## src/rtl/prio_enc_pkg.sv

```systemverilog
// Shared helpers for the pending-request priority encoder: index width
// calculation and index-to-onehot conversion.
package prio_enc_pkg;

    localparam int MAX_N = 256;

    function automatic int clog2(input int n);
        int r;
        r = 0;
        for (int i = 0; i < 31; i++) begin
            if ((1 << i) < n) r = i + 1;
        end
        return r;
    endfunction

    // Callers truncate the result to their own request width.
    function automatic logic [MAX_N-1:0] onehot(input int unsigned idx);
        logic [MAX_N-1:0] v;
        v = '0;
        v[idx[7:0]] = 1'b1;
        return v;
    endfunction

endpackage

```

## src/rtl/prio_pick.sv

```systemverilog
// Pure combinational priority encoder over an N-bit candidate vector.
// MSB_FIRST selects which end of the vector wins.
module prio_pick
    import prio_enc_pkg::*;
#(
    parameter int N         = 8,
    parameter bit MSB_FIRST = 1'b1,
    parameter int W         = clog2(N)
) (
    input  logic [N-1:0] i_cand,
    output logic [W-1:0] o_idx,
    output logic         o_any
);

    always_comb begin
        o_idx = '0;
        o_any = |i_cand;
        // The last match written in the loop wins, so the loop runs toward the winning end.
        if (MSB_FIRST) begin
            for (int i = 0; i < N; i++) begin
                if (i_cand[i]) o_idx = W'(i);
            end
        end else begin
            for (int i = N - 1; i >= 0; i--) begin
                if (i_cand[i]) o_idx = W'(i);
            end
        end
    end

endmodule

```

## src/rtl/prio_enc_pend.sv

```systemverilog
// Edge-captured pending request register with priority selection and a
// valid/ready output register; a presented index holds until accepted.
module prio_enc_pend
    import prio_enc_pkg::*;
#(
    parameter int N          = 8,
    parameter int W          = clog2(N),
    parameter bit ACTIVE_LOW = 1'b1,
    parameter bit MSB_FIRST  = 1'b1
) (
    input  logic         i_clk,
    input  logic         i_rst,
    input  logic [N-1:0] i_din,
    input  logic [N-1:0] i_mask,
    input  logic         i_ready,
    output logic [W-1:0] o_dout,
    output logic         o_valid,
    output logic [N-1:0] o_pend,
    output logic         o_ovf
);

    logic [N-1:0] r_din_q;
    logic [N-1:0] r_pend;
    logic [W-1:0] r_dout;
    logic         r_valid;
    logic         r_ovf;

    logic [N-1:0] w_req;
    logic [N-1:0] w_edge;
    logic         w_acc;
    logic [N-1:0] w_clr;
    logic [N-1:0] w_cand;
    logic [W-1:0] w_pick;
    logic         w_any;

    assign w_req  = ACTIVE_LOW ? ~i_din : i_din;
    assign w_edge = w_req & ~r_din_q;
    assign w_acc  = r_valid & i_ready;
    assign w_clr  = w_acc ? N'(onehot(32'(r_dout))) : '0;
    assign w_cand = r_pend & ~w_clr & ~i_mask;

    prio_pick #(
        .N         (N),
        .MSB_FIRST (MSB_FIRST),
        .W         (W)
    ) u_pick (
        .i_cand (w_cand),
        .o_idx  (w_pick),
        .o_any  (w_any)
    );

    // Tracks the lines through reset so a line held across release is not an edge.
    always_ff @(posedge i_clk) begin
        r_din_q <= w_req;
    end

    always_ff @(posedge i_clk) begin
        if (i_rst) begin
            r_pend  <= '0;
            r_dout  <= '0;
            r_valid <= 1'b0;
            r_ovf   <= 1'b0;
        end else begin
            r_pend <= (r_pend & ~w_clr) | w_edge;
            r_ovf  <= r_ovf | (|(w_edge & r_pend & ~w_clr));
            if (!r_valid || w_acc) begin
                r_valid <= w_any;
                if (w_any) r_dout <= w_pick;
            end
        end
    end

    assign o_dout  = r_dout;
    assign o_valid = r_valid;
    assign o_pend  = r_pend;
    assign o_ovf   = r_ovf;

endmodule

```

## config.mk

```make
export PLATFORM = sky130hd
export DESIGN_NAME = prio_enc_pend
export DESIGN_NICKNAME = d
export VERILOG_FILES = /design/src/rtl/prio_enc_pkg.sv /design/src/rtl/prio_pick.sv /design/src/rtl/prio_enc_pend.sv
export SDC_FILE = /design/constraint.sdc
export NUM_CORES = 1
export LEC_CHECK = 0
export BUFFER_PORTS_ARGS = -buffer_cell sky130_fd_sc_hd__buf_4
export CORE_ASPECT_RATIO = 0.9
export CORE_UTILIZATION = 48
export DETAILED_ROUTE_END_ITERATION = 7
export PLACE_DENSITY_LB_ADDON = 0.25
export SLEW_MARGIN = 20
export SYNTH_ARGS = -nofsm -noshare
export SYNTH_HDL_FRONTEND = slang
export SYNTH_SLANG_ARGS = --single-unit
```

## constraint.sdc

```tcl
create_clock -name i_clk -period 2.5 [get_ports i_clk]
set_input_delay 0.125 -clock i_clk [delete_from_list [all_inputs] [get_ports i_clk]]
set_output_delay 0.125 -clock i_clk [all_outputs]
set_load 0.01 [all_outputs]
```

==> reports/summary.md <==
At the end of routability-driven placement, the weighted congestion stood at 0.849. The tools report the proportion of power drawn by flip-flops and latches as 53.9%. Sorting the synthesized cells by area gives the leading types as sky130_fd_sc_hd__dfxtp_1 (43%), sky130_fd_sc_hd__o21ai_0 (6.7%), sky130_fd_sc_hd__a21oi_1 (5.7%). In the post-synthesis netlist, the cell with the most instances is sky130_fd_sc_hd__dfxtp_1.

Net switching is 28.1% of the power. The worst register-to-register path begins at o_dout[1]$_SDFFE_PP0P_. Adding up every negative setup slack in the final design gives 0 ns. The tools report the final-report setup violation count as 0. In this run, distinct cell masters in the synthesized netlist total 33. The final net count is 172.

Synthesized flop and latch total: 21. Async set or reset register ratio after synthesis: 0%. Along the worst path, the maximum fanout reaches 10. The total non-filler cell area in the finished layout was 1330 um^2.

The biggest area contributor in the post-synthesis netlist is sky130_fd_sc_hd__dfxtp_1. The tools report the max-slew violation total from the final report as 0. The logs give 23.6% for the clock network fraction of design power and 1 for the H-tree depth. The mean cell area of the mapped netlist is 8.67 um^2, and the area of the core is 1910 um^2. Peak clock frequency supported by timing: 497 MHz. The tree is rooted in a sky130_fd_sc_hd__clkbuf_4.

Leakage power of the design: 0.585 nW. The die boundary width came out at 49.4 um. The proportion of layout cells with a drive suffix above 1 was 36.8%; the detailed placement HPWL was 1500 um.

The worst register-to-register path has a depth of 5. The tightest min-delay check is of the in2reg type. The repair_antennas step left the layout with diodes totalling 0. The fraction of synthesized cell area taken by the top area cell type was 43.3%; the clock tree skew after final layout was 0.00697 ns. For the worst-skew pair, the clock arrives at the later sink with an insertion delay of 0.31 ns. Across the run, the number of max-cap violations was 0. The number of remaining DRC errors was 0. The power density over the cells is 534 nW/um^2, and the die footprint is 2210 um^2. Synthesis produced 112 cells. The effective utilization at floorplan is 50.7%, and the pin count of the biggest net entering global routing is 14. In this run the critical register-to-register path is captured at o_dout[1]$_SDFFE_PP0P_.

The run gives 971 um^2 as the total standard cell area after synthesis. The commonest register cell after synthesis was sky130_fd_sc_hd__dfxtp_1. Via count of the first global-routing pass: 825.

The worst-case hold path end point is o_pend[7]$_SDFF_PP0_. The count of synthesis-stage warnings from yosys is 0, and the number of antenna violations at the first check in global routing is 0. The tools report the total grt overflow as 0. The worst-case IR drop observed on VDD is 0.502 mV.

The routed length per placed instance was 11.6 um; the net switching power figure was 0.199 mW. Global routing used 20.1% of the available tracks across all layers. Setup repair after global routing left no endpoint under its margin. Post-route antenna net violation count: 0. The number of enable-type register cells in the synthesized netlist was 0; the register-to-register setup slack was 0.49 ns.

The final critical path time including I/O delays and setup works out to 2.01 ns. The critical path data arrival time was 2.26 ns; the first-pass iteration count of the detailed router was 4. Internal power comes to 0.511 mW.

The clock transition at the registers of the reported paths was 0.12 ns; the maximum buffer depth of the clock tree was 2. Buffers placed on the I/O ports in this run total 31. The wire length reported by the detailed router came out at 2050 um.

The floorplan step set the die height to 44.7 um. The start-to-end type of the worst setup path is reg2reg. The first global-routing pass estimated 3390 um of wire. Relative to the synthesized area, the layout overhead comes to 37.1%.

The tools report the normalized max-slew margin as 73.4%. The worst setup path is captured at a flip-flop. At the pin with the least slew margin, the transition time is 0.396 ns.

The worst hold path was traced through 2 stages. Clock tree synthesis inserted a total of 3 buffers. The flow ran to the end, and the final reports show no timing, DRC or antenna violations.

Of the synthesized area, sequential elements account for 43.3%. The total number of vias was 914; the share of the clock period used by the worst path was 80.5%. The CTS sink count came out at 21. The logs give 0 for the final count of hold timing violations and 23 for the violation count after the first detailed-routing iteration. Of the total power, combinational logic draws 22.5%. STA puts the critical path data required time at 2.75 ns.

Once the clock tree was built, the resizer swapped 0 gates to a different size. The number of nets in the synthesized netlist was 131; the vias per cell was 5.16. The commonest cells after synthesis are sky130_fd_sc_hd__dfxtp_1 (21), sky130_fd_sc_hd__o21ai_0 (13), sky130_fd_sc_hd__a21oi_1 (11), sky130_fd_sc_hd__inv_1 (11), sky130_fd_sc_hd__or2_2 (8). TritonCTS built the clock tree. The floorplan has 15 rows. The number of ports placed on the die boundary came out at 32.

The standard cell area after detailed placement is 1220 um^2. The startpoint of the tightest hold check path is i_rst. STA classifies the critical path startpoint as a flip-flop. Total power for the finished layout comes to 0.711 mW.
[layer usage]
metal	track usage [%]	wire (um)	vias up
met5	0	0	-
met1	24.5	951	415
met3	6.19	102	0
met4	3.43	0	0
met2	35.9	995	23
li1	-	-	476
[power groups by stage]
stage | sequential, mW | clock [mW] | combinational, mW
after floorplan | 0.390 | 0 | 0.0834
after global placement | 0.389 | 0 | 0.149
after detailed placement | 0.390 | 0 | 0.150
after CTS | 0.383 | 0.176 | 0.161
after global routing | 0.388 | 0.192 | 0.176
final | 0.383 | 0.168 | 0.160
[state kept, by name, summed over array words and instances (netlist names)]
signal   cells
o_dout       3
o_valid      1
o_ovf        1
r_din_q      8
o_pend       8
[worst max-delay path by stage]
| stage | startpoint | endpoint | slack [ns] | depth (start not counted) |
|---|---|---|---|---|
| floorplan | o_dout[2]$_SDFFE_PP0P_ | o_dout[0]$_SDFFE_PP0P_ | 0.61 | 5 |
| detailed placement | o_dout[1]$_SDFFE_PP0P_ | o_dout[1]$_SDFFE_PP0P_ | 0.51 | 5 |
| finish | o_dout[1]$_SDFFE_PP0P_ | o_dout[1]$_SDFFE_PP0P_ | 0.49 | 5 |
| CTS | o_dout[1]$_SDFFE_PP0P_ | o_dout[1]$_SDFFE_PP0P_ | 0.49 | 5 |
| global placement | o_dout[2]$_SDFFE_PP0P_ | o_dout[1]$_SDFFE_PP0P_ | 0.58 | 5 |
| global route | o_dout[1]$_SDFFE_PP0P_ | o_dout[0]$_SDFFE_PP0P_ | 0.25 | 5 |
[layout by cell type (no fill, tap or decap), types with 2 or more instances in the layout]
cell,synthesis,layout
sky130_fd_sc_hd__buf_4,0,31
sky130_fd_sc_hd__dfxtp_1,21,21
sky130_fd_sc_hd__o21ai_0,13,13
sky130_fd_sc_hd__inv_1,11,11
sky130_fd_sc_hd__a21oi_1,11,11
sky130_fd_sc_hd__or2_2,8,8
sky130_fd_sc_hd__dlygate4sd3_1,0,8
sky130_fd_sc_hd__nor2_1,6,6
sky130_fd_sc_hd__nand2_1,4,4
sky130_fd_sc_hd__and2b_2,3,3
sky130_fd_sc_hd__or2b_2,3,3
sky130_fd_sc_hd__nor2b_1,3,3
sky130_fd_sc_hd__o22ai_1,3,3
sky130_fd_sc_hd__clkbuf_4,0,3
sky130_fd_sc_hd__nand2b_1,2,2
sky130_fd_sc_hd__o31ai_1,2,2
sky130_fd_sc_hd__a32o_1,2,2
[cell families (layout without fill, tap and decap cells)]
logic type	Yosys count	in the layout	share of synthesized area (%)
multiplexers	1	1	1.03
AO/OA/AOI/OAI	39	39	25.1
flip-flops	21	21	43.3
AND/OR/NAND/NOR	37	37	24.9
buffers and inverters	14	54	5.67
[what timing repair did]
action                                 in CTS  in global routing
hold buffers                                8                  0
endpoints found under the hold margin       8                  0
setup buffers                               0                  0
[per-stage QoR]
stage / hold slack, ns / setup slack (ns) / std cells / utilization, %
6_report: 0.0712 / 0.487 / 177 / 69.5
5_1_grt: 0.0614 / 0.253 / 177 / 69.5
4_1_cts: 0.0623 / 0.487 / 177 / 69.5
3_5_place_dp: 0.285 / 0.511 / 165 / 63.8
3_3_place_gp: 0.280 / 0.584 / 165 / 63.8
2_1_floorplan: 0.182 / 0.609 / 112 / -
[final cells by class]
class / count / area [um^2]
Timing Repair Buffer: 39 / 313
Sequential cell: 21 / 420
Tap cell: 25 / 31.3
Inverter: 11 / 41.3
Multi-Input combinational cell: 77 / 495
Clock buffer: 3 / 22.5
Fill cell: 170 / 583
Clock inverter: 1 / 7.51
[critical path, stage by stage, from the launching register on]
cell	delay, ns
sky130_fd_sc_hd__dfxtp_1	0.53
sky130_fd_sc_hd__nand2b_1	0.15
sky130_fd_sc_hd__o21ai_0	0.31
sky130_fd_sc_hd__or4b_4	0.54
sky130_fd_sc_hd__o21ai_1	0.22
sky130_fd_sc_hd__mux2i_1	0.19
No activity file was read; power rests on OpenSTA's default activity.
